`config.mk`:
```
export PLATFORM = sky130hd
export DESIGN_NAME = miner_csr_master
export DESIGN_NICKNAME = d
export VERILOG_FILES = /design/src/rtl/miner_pkg.sv /design/src/rtl/csr_poll_timer.sv /design/src/rtl/miner_csr_master.sv
export SDC_FILE = /design/constraint.sdc
export NUM_CORES = 2
export LEC_CHECK = 0
export ABC_AREA = 1
export BUFFER_PORTS_ARGS = -buffer_cell sky130_fd_sc_hd__buf_2
export CORE_AREA = 8 8 373 375
export CTS_BUF_LIST = sky130_fd_sc_hd__clkbuf_4
export DETAILED_ROUTE_END_ITERATION = 7
export DIE_AREA = 0 0 381 383
export PLACE_DENSITY = 0.58
export SYNTH_ARGS = -nofsm -noshare
export SYNTH_HDL_FRONTEND = slang
export SYNTH_SLANG_ARGS = --single-unit
```
`constraint.sdc`:
```
create_clock -name clk -period 2.6 [get_ports clk]
set_clock_uncertainty 0.05 [all_clocks]
set_input_delay 0.52 -clock clk [delete_from_list [all_inputs] [get_ports clk]]
set_output_delay 0.52 -clock clk [all_outputs]
set_load 0.01 [all_outputs]
```
`src/rtl/miner_pkg.sv`:
```
// Shared constants and types for the miner CSR master.
// CSR map, control/status bit positions and FSM state encoding.
package miner_pkg;

  localparam int MESSAGE_SIZE = 608;
  localparam int TARGET_SIZE  = 256;

  localparam logic [4:0] CTRL_ADDR   = 5'd1;
  localparam logic [4:0] TARGET_BASE = 5'd2;
  localparam logic [4:0] MSG_BASE    = 5'd11;
  localparam logic [4:0] NONCE_ADDR  = 5'd30;
  localparam logic [4:0] STATUS_ADDR = 5'd31;

  localparam int CTRL_NEW_TARGET = 0;
  localparam int CTRL_NEW_MSG    = 1;
  localparam int STAT_FOUND      = 0;
  localparam int STAT_COMPLETE   = 1;

  typedef enum logic [3:0] {
    S_IDLE,
    S_WR_TGT,
    S_WR_MSG,
    S_CTRL_SET,
    S_CTRL_CLR,
    S_WAIT,
    S_POLL,
    S_CAP,
    S_RD_NONCE,
    S_CAP_N,
    S_DONE
  } state_e;

endpackage

```
`src/rtl/csr_poll_timer.sv`:
```
// Loadable down-counter pacing status reads of the CSR slave.
// zero_o is high while the count is 0; the count holds at 0.
module csr_poll_timer #(
  parameter int W = 16
) (
  input  logic         clk,
  input  logic         n_rst,
  input  logic         load_i,
  input  logic         en_i,
  input  logic [W-1:0] value_i,
  output logic         zero_o
);

  logic [W-1:0] cnt_q;

  // load has priority over counting down
  always_ff @(posedge clk or negedge n_rst) begin
    if (!n_rst) begin
      cnt_q <= '0;
    end else if (load_i) begin
      cnt_q <= value_i;
    end else if (en_i && (cnt_q != '0)) begin
      cnt_q <= cnt_q - 1'b1;
    end
  end

  assign zero_o = (cnt_q == '0);

endmodule

```
`src/rtl/miner_csr_master.sv`:
```
// Avalon-MM master writing a mining job into the CSR slave and polling it.
// Optional abort on timeout: define MINER_CSR_MASTER_TIMEOUT_EN.
module miner_csr_master
  import miner_pkg::*;
#(
  parameter int NUM_TARGET_WORDS = 8,
  parameter int NUM_MSG_WORDS    = 19,
  parameter int POLL_INTERVAL    = 16,
  parameter int TIMEOUT_CYCLES   = 2**24
) (
  input  logic                    clk,
  input  logic                    n_rst,
  input  logic                    job_valid,
  output logic                    job_ready,
  input  logic                    job_load_target,
  input  logic [TARGET_SIZE-1:0]  job_target,
  input  logic [MESSAGE_SIZE-1:0] job_msg,
  output logic                    res_valid,
  output logic                    res_found,
  output logic                    res_timeout,
  output logic [31:0]             res_nonce,
  output logic [4:0]              m_address,
  output logic [31:0]             m_writedata,
  output logic                    m_write,
  output logic                    m_read,
  output logic                    m_chipselect,
  input  logic [31:0]             m_readdata
);

  localparam logic [4:0]  TGT_LAST  = 5'(NUM_TARGET_WORDS - 1);
  localparam logic [4:0]  MSG_LAST  = 5'(NUM_MSG_WORDS - 1);
  // WAIT spends exactly POLL_INTERVAL cycles: counts LOAD..0
  localparam logic [15:0] POLL_LOAD = 16'(POLL_INTERVAL - 1);

  state_e                  state_q, state_d;
  logic [4:0]              idx_q, idx_d;
  logic [TARGET_SIZE-1:0]  tgt_q, tgt_d;
  logic [MESSAGE_SIZE-1:0] msg_q, msg_d;
  logic                    lt_q, lt_d;
  logic                    found_q, found_d;
  logic                    tout_q, tout_d;
  logic [31:0]             nonce_q, nonce_d;
  logic                    tmr_load, tmr_en, tmr_zero;
  logic                    tout_hit;
  logic                    polling;

  assign polling = (state_q == S_WAIT) || (state_q == S_POLL) ||
                   (state_q == S_CAP);

`ifdef MINER_CSR_MASTER_TIMEOUT_EN
  logic [31:0] tcnt_q;

  // cycles elapsed since the control clear write
  always_ff @(posedge clk or negedge n_rst) begin
    if (!n_rst) begin
      tcnt_q <= '0;
    end else if (state_q == S_CTRL_CLR) begin
      tcnt_q <= 32'd1;
    end else if (polling && !tout_hit) begin
      tcnt_q <= tcnt_q + 32'd1;
    end
  end

  assign tout_hit = polling && (tcnt_q >= 32'(TIMEOUT_CYCLES));
`else
  assign tout_hit = 1'b0;
`endif

  csr_poll_timer #(.W(16)) u_timer (
    .clk     (clk),
    .n_rst   (n_rst),
    .load_i  (tmr_load),
    .en_i    (tmr_en),
    .value_i (POLL_LOAD),
    .zero_o  (tmr_zero)
  );

  // next-state, bus strobes and result capture
  always_comb begin
    state_d     = state_q;
    idx_d       = idx_q;
    tgt_d       = tgt_q;
    msg_d       = msg_q;
    lt_d        = lt_q;
    found_d     = found_q;
    tout_d      = tout_q;
    nonce_d     = nonce_q;
    tmr_load    = 1'b0;
    tmr_en      = 1'b0;
    job_ready   = 1'b0;
    res_valid   = 1'b0;
    m_address   = '0;
    m_writedata = '0;
    m_write     = 1'b0;
    m_read      = 1'b0;
    unique case (state_q)
      S_IDLE: begin
        job_ready = 1'b1;
        if (job_valid) begin
          tgt_d   = job_target;
          msg_d   = job_msg;
          lt_d    = job_load_target;
          idx_d   = '0;
          state_d = job_load_target ? S_WR_TGT : S_WR_MSG;
        end
      end
      S_WR_TGT: begin
        m_write     = 1'b1;
        m_address   = TARGET_BASE + idx_q;
        m_writedata = tgt_q[31:0];
        tgt_d       = tgt_q >> 32;
        if (idx_q == TGT_LAST) begin
          idx_d   = '0;
          state_d = S_WR_MSG;
        end else begin
          idx_d = idx_q + 5'd1;
        end
      end
      S_WR_MSG: begin
        m_write     = 1'b1;
        m_address   = MSG_BASE + idx_q;
        m_writedata = msg_q[31:0];
        msg_d       = msg_q >> 32;
        if (idx_q == MSG_LAST) begin
          state_d = S_CTRL_SET;
        end else begin
          idx_d = idx_q + 5'd1;
        end
      end
      S_CTRL_SET: begin
        m_write     = 1'b1;
        m_address   = CTRL_ADDR;
        m_writedata = {30'b0, 1'b1, lt_q};
        state_d     = S_CTRL_CLR;
      end
      S_CTRL_CLR: begin
        m_write  = 1'b1;
        m_address = CTRL_ADDR;
        tmr_load = 1'b1;
        state_d  = S_WAIT;
      end
      S_WAIT: begin
        if (tout_hit) begin
          state_d = S_DONE;
        end else if (tmr_zero) begin
          state_d = S_POLL;
        end else begin
          tmr_en = 1'b1;
        end
      end
      S_POLL: begin
        m_read    = 1'b1;
        m_address = STATUS_ADDR;
        state_d   = tout_hit ? S_DONE : S_CAP;
      end
      S_CAP: begin
        if (m_readdata[STAT_COMPLETE]) begin
          if (m_readdata[STAT_FOUND]) begin
            state_d = S_RD_NONCE;
          end else begin
            found_d = 1'b0;
            tout_d  = 1'b0;
            nonce_d = '0;
            state_d = S_DONE;
          end
        end else if (tout_hit) begin
          state_d = S_DONE;
        end else begin
          tmr_load = 1'b1;
          state_d  = S_WAIT;
        end
      end
      S_RD_NONCE: begin
        m_read    = 1'b1;
        m_address = NONCE_ADDR;
        state_d   = S_CAP_N;
      end
      S_CAP_N: begin
        found_d = 1'b1;
        tout_d  = 1'b0;
        nonce_d = m_readdata;
        state_d = S_DONE;
      end
      S_DONE: begin
        res_valid = 1'b1;
        state_d   = S_IDLE;
      end
      default: state_d = S_IDLE;
    endcase
    // a timeout abandons the job with an empty result
    if (tout_hit && !(state_q == S_CAP && m_readdata[STAT_COMPLETE])) begin
      found_d = 1'b0;
      tout_d  = 1'b1;
      nonce_d = '0;
    end
  end

  assign m_chipselect = m_write | m_read;
  assign res_found    = found_q;
  assign res_timeout  = tout_q;
  assign res_nonce    = nonce_q;

  // state and datapath registers
  always_ff @(posedge clk or negedge n_rst) begin
    if (!n_rst) begin
      state_q <= S_IDLE;
      idx_q   <= '0;
      tgt_q   <= '0;
      msg_q   <= '0;
      lt_q    <= 1'b0;
      found_q <= 1'b0;
      tout_q  <= 1'b0;
      nonce_q <= '0;
    end else begin
      state_q <= state_d;
      idx_q   <= idx_d;
      tgt_q   <= tgt_d;
      msg_q   <= msg_d;
      lt_q    <= lt_d;
      found_q <= found_d;
      tout_q  <= tout_d;
      nonce_q <= nonce_d;
    end
  end

endmodule

```
==> metrics <==
setup violators final=42; Hold Fails Final Rpt=0; Synth Register Bits=923; maximum vdd drop=0.000601 V; residual DRC count=5; GRT Total Usage=27.0%; core footprint=133000 µm²; initial antenna violation count=68; post-synthesis cell type count=32; fraction of layout cells with a size suffix above 1=21.3%; vias=50.3k; Buf+Inv Stages, Crit Path=5; Setup TNS=-23.66 ns; crit path capture type=output port; largest net degree at the start of global routing=180; Sink Count=923; total global routing overflow=0; crit path launch=state_q[3]$_DFFE_PN0P_; Initial Util=33.3%; Worst Max-Slew Pin Slew=0.887 ns; unrepaired setup endpoints after global routing=true; Hold WS=0.153 ns; Hold Path Origin=job_msg[75]; Syn Std Cell Area=44300 µm²; FILL cells=11.6k; crit path to=m_writedata[30]; Layout Nets=8600; CTS Buf Count=285; EDFF count, synth=0; WP data arrival=2.67 ns; Clock Pin Slew Worst Setup and Hold Paths=0.06 ns; worst hold path class=in2reg; Max FO, Critical Path=13; Synth async-reset ratio=100%; Crit path max-delay family=buffers and inverters; Post-Synthesis Cells=5335; outcome=complete, but fails checks; buffers added on ports=974; maxcap violations=0; RR Startpoint=state_q[3]$_DFFE_PN0P_; CTS tree=built; die area=146000 µm²; flop2flop setup slack=0 ns; average wire per standard cell=21.9 µm; Reg-to-Reg End=msg_q[580]$_DFFE_PN0P_; drt first pass iters=8; Die Ht=383 µm; CP max stage delay=0.44 ns; Vias/cell=5.18; YS warnings=0; Worst R2R Path Depth=11; routed wire length=213 mm; Syn Nets=6241; CP max-delay cell=dfrtp_2; first-pass GRT wire length=307 mm; FMAX=309 MHz; Levels on crit path=8; Slew Viols, Final=0; Seq/Total Area, Yosys=52.2%; detailed placer's ending HPWL=133 mm; clock insertion delay at the later pin of the skew report=1.20 ns; CP Cell Sequence=nor2_4 -> inv_4 -> nor2_4 -> buf_6 -> inv_8 -> clkbuf_16 -> o22ai_2 -> buf_2; vias in the first global route=50.6k; Core Rows=134; failing checks=design-rule violations, negative setup slack; Final Util=52.1%; Layout Area Growth over Synthesis=56.2%; Req. time, crit path=2.03 ns; GPL Wtd Cong=0.932; dpl ws=0.0828 ns; minimum clock period=3.24 ns; syn_area_per_cell=8.30 µm²; CP most frequent cell=nor2_4; CP startpoint kind=flop; Crit Path Category=reg2out; Clock Path Buffers=4; Die W=381 µm; Root Buffer=clkbuf_4; H-tree levels=5; I/O pins=976; Pleak=32.5 nW; drt initial violations=5137; Top FF cell, synth=dfrtp_1; Antenna Violating Nets Remaining=0; Final period util=124%; worst setup slack after layout=-0.635 ns; max_slew headroom=40.8%; Pwr Total=75.5 mW; pwr/cell area=1090 nW/µm²
[what timing repair did]
item / CTS / global route
setup endpoints to repair: 43 / 271
buffers inserted: 25 / 34
pin swaps: 6 / 18
hold buffers: 1291 / 0
resized for setup: 92 / 93
gates cloned: 7 / 16
endpoints found under the hold margin: 1840 / 0
[synthesized netlist by cell type, types with 18 or more instances]
library cell / number / area, µm²
o211ai_1: 577 / 4330
nand2_1: 1158 / 4350
clkbuf_1: 143 / 537
nor2_1: 36 / 135
dfrtp_1: 923 / 23100
buf_6: 18 / 203
nand3_1: 149 / 746
inv_1: 896 / 3360
o22ai_1: 30 / 188
buf_4: 59 / 443
buf_2: 179 / 896
o21ai_0: 549 / 2750
o21ai_1: 555 / 2780
[cell usage in the layout (no fill, tap or decap), drive strengths merged, types with 77 or more instances in the layout]
cell and count:
dlygate4sd3 1290, nand2 1164, buf 1159, o21ai 1104, dfrtp 923, inv 907, o211ai 577, clkbuf 424
nand3 149, diode 77
[layout make-up]
type / count / area, µm² / area share [%]
flip-flops and latches: 923 / 23100 / 33.4
multi-input cells: 3113 / 16100 / 23.3
diodes: 77 / 193 / 0.279
clock buffers: 409 / 3070 / 4.44
well taps: 1768 / 2210 / 3.20
repair inverters: 3 / 48.8 / 0.0706
inverters: 901 / 3410 / 4.93
clock inverters: 48 / 215 / 0.311
repair buffers: 2467 / 20800 / 30.0
[metrics by stage]
stage | instances | cell area [µm²]
5_1_grt | 9696 | 69100
3_5_place_dp | 7805 | 50900
6_report | 9709 | 69100
4_1_cts | 9584 | 67800
2_1_floorplan | 5335 | 44300
3_3_place_gp | 7805 | 50900
[report_power, final]
group	internal, mW	switching [mW]	total [mW]
logic	13.9	24.3	38.2
registers	21.5	2.05	23.5
clock network	7.24	6.60	13.8
[how the worst min path moves through the flow]
| stage | end | cells after the start |
|---|---|---|
| 2_1_floorplan | idx_q[0]$_DFFE_PN0P_ | 0 |
| 3_3_place_gp | res_found$_DFFE_PN0P_ | 2 |
| 3_5_place_dp | res_found$_DFFE_PN0P_ | 2 |
| 4_1_cts | msg_q[317]$_DFFE_PN0P_ | 4 |
| 5_1_grt | msg_q[94]$_DFFE_PN0P_ | 4 |
| 6_report | msg_q[75]$_DFFE_PN0P_ | 4 |
[cell families after synthesis]
family / after synthesis / share of synthesized area [%]
buffers and inverters: 1300 / 12.3
other: 1 / 0.00847
and+or+nand+nor: 1370 / 12.2
AOI/OAI and AO/OA: 1728 / 22.9
xor gates and xnor gates: 7 / 0.138
DFF: 923 / 52.2
adders and majority gates: 6 / 0.170
[registers in the layout, indices dropped and copies added (netlist names)]
| signal | cells |
|---|---|
| msg_q | 608 |
| tgt_q | 256 |
| res_nonce | 32 |
| u_timer.cnt_q | 16 |
| idx_q | 5 |
| state_q | 4 |
| lt_q | 1 |
| res_found | 1 |
[layer usage]
| layer | part of all wire, % | track usage [%] | wire length, µm |
|---|---|---|---|
| met2 | 45 | 41.7 | 95500 |
| met3 | 8.8 | 6.74 | 18700 |
| met1 | 38 | 32.8 | 81500 |
| met4 | 8.1 | 19.4 | 17100 |
| met5 | 0.015 | 0 | 32 |
[worst reg2reg max path, stage by stage (launching register included)]
cell and delay, ns:
dfrtp_2 0.44, nor2_4 0.17, buf_4 0.14, buf_4 0.12, nand2_2 0.08, inv_2 0.09, buf_4 0.11, buf_6 0.13
bufbuf_16 0.34, nand3_1 0.13, dlygate4sd3_1 0.63, o21ai_0 0.10
No activity file was read; power rests on OpenSTA's default activity.
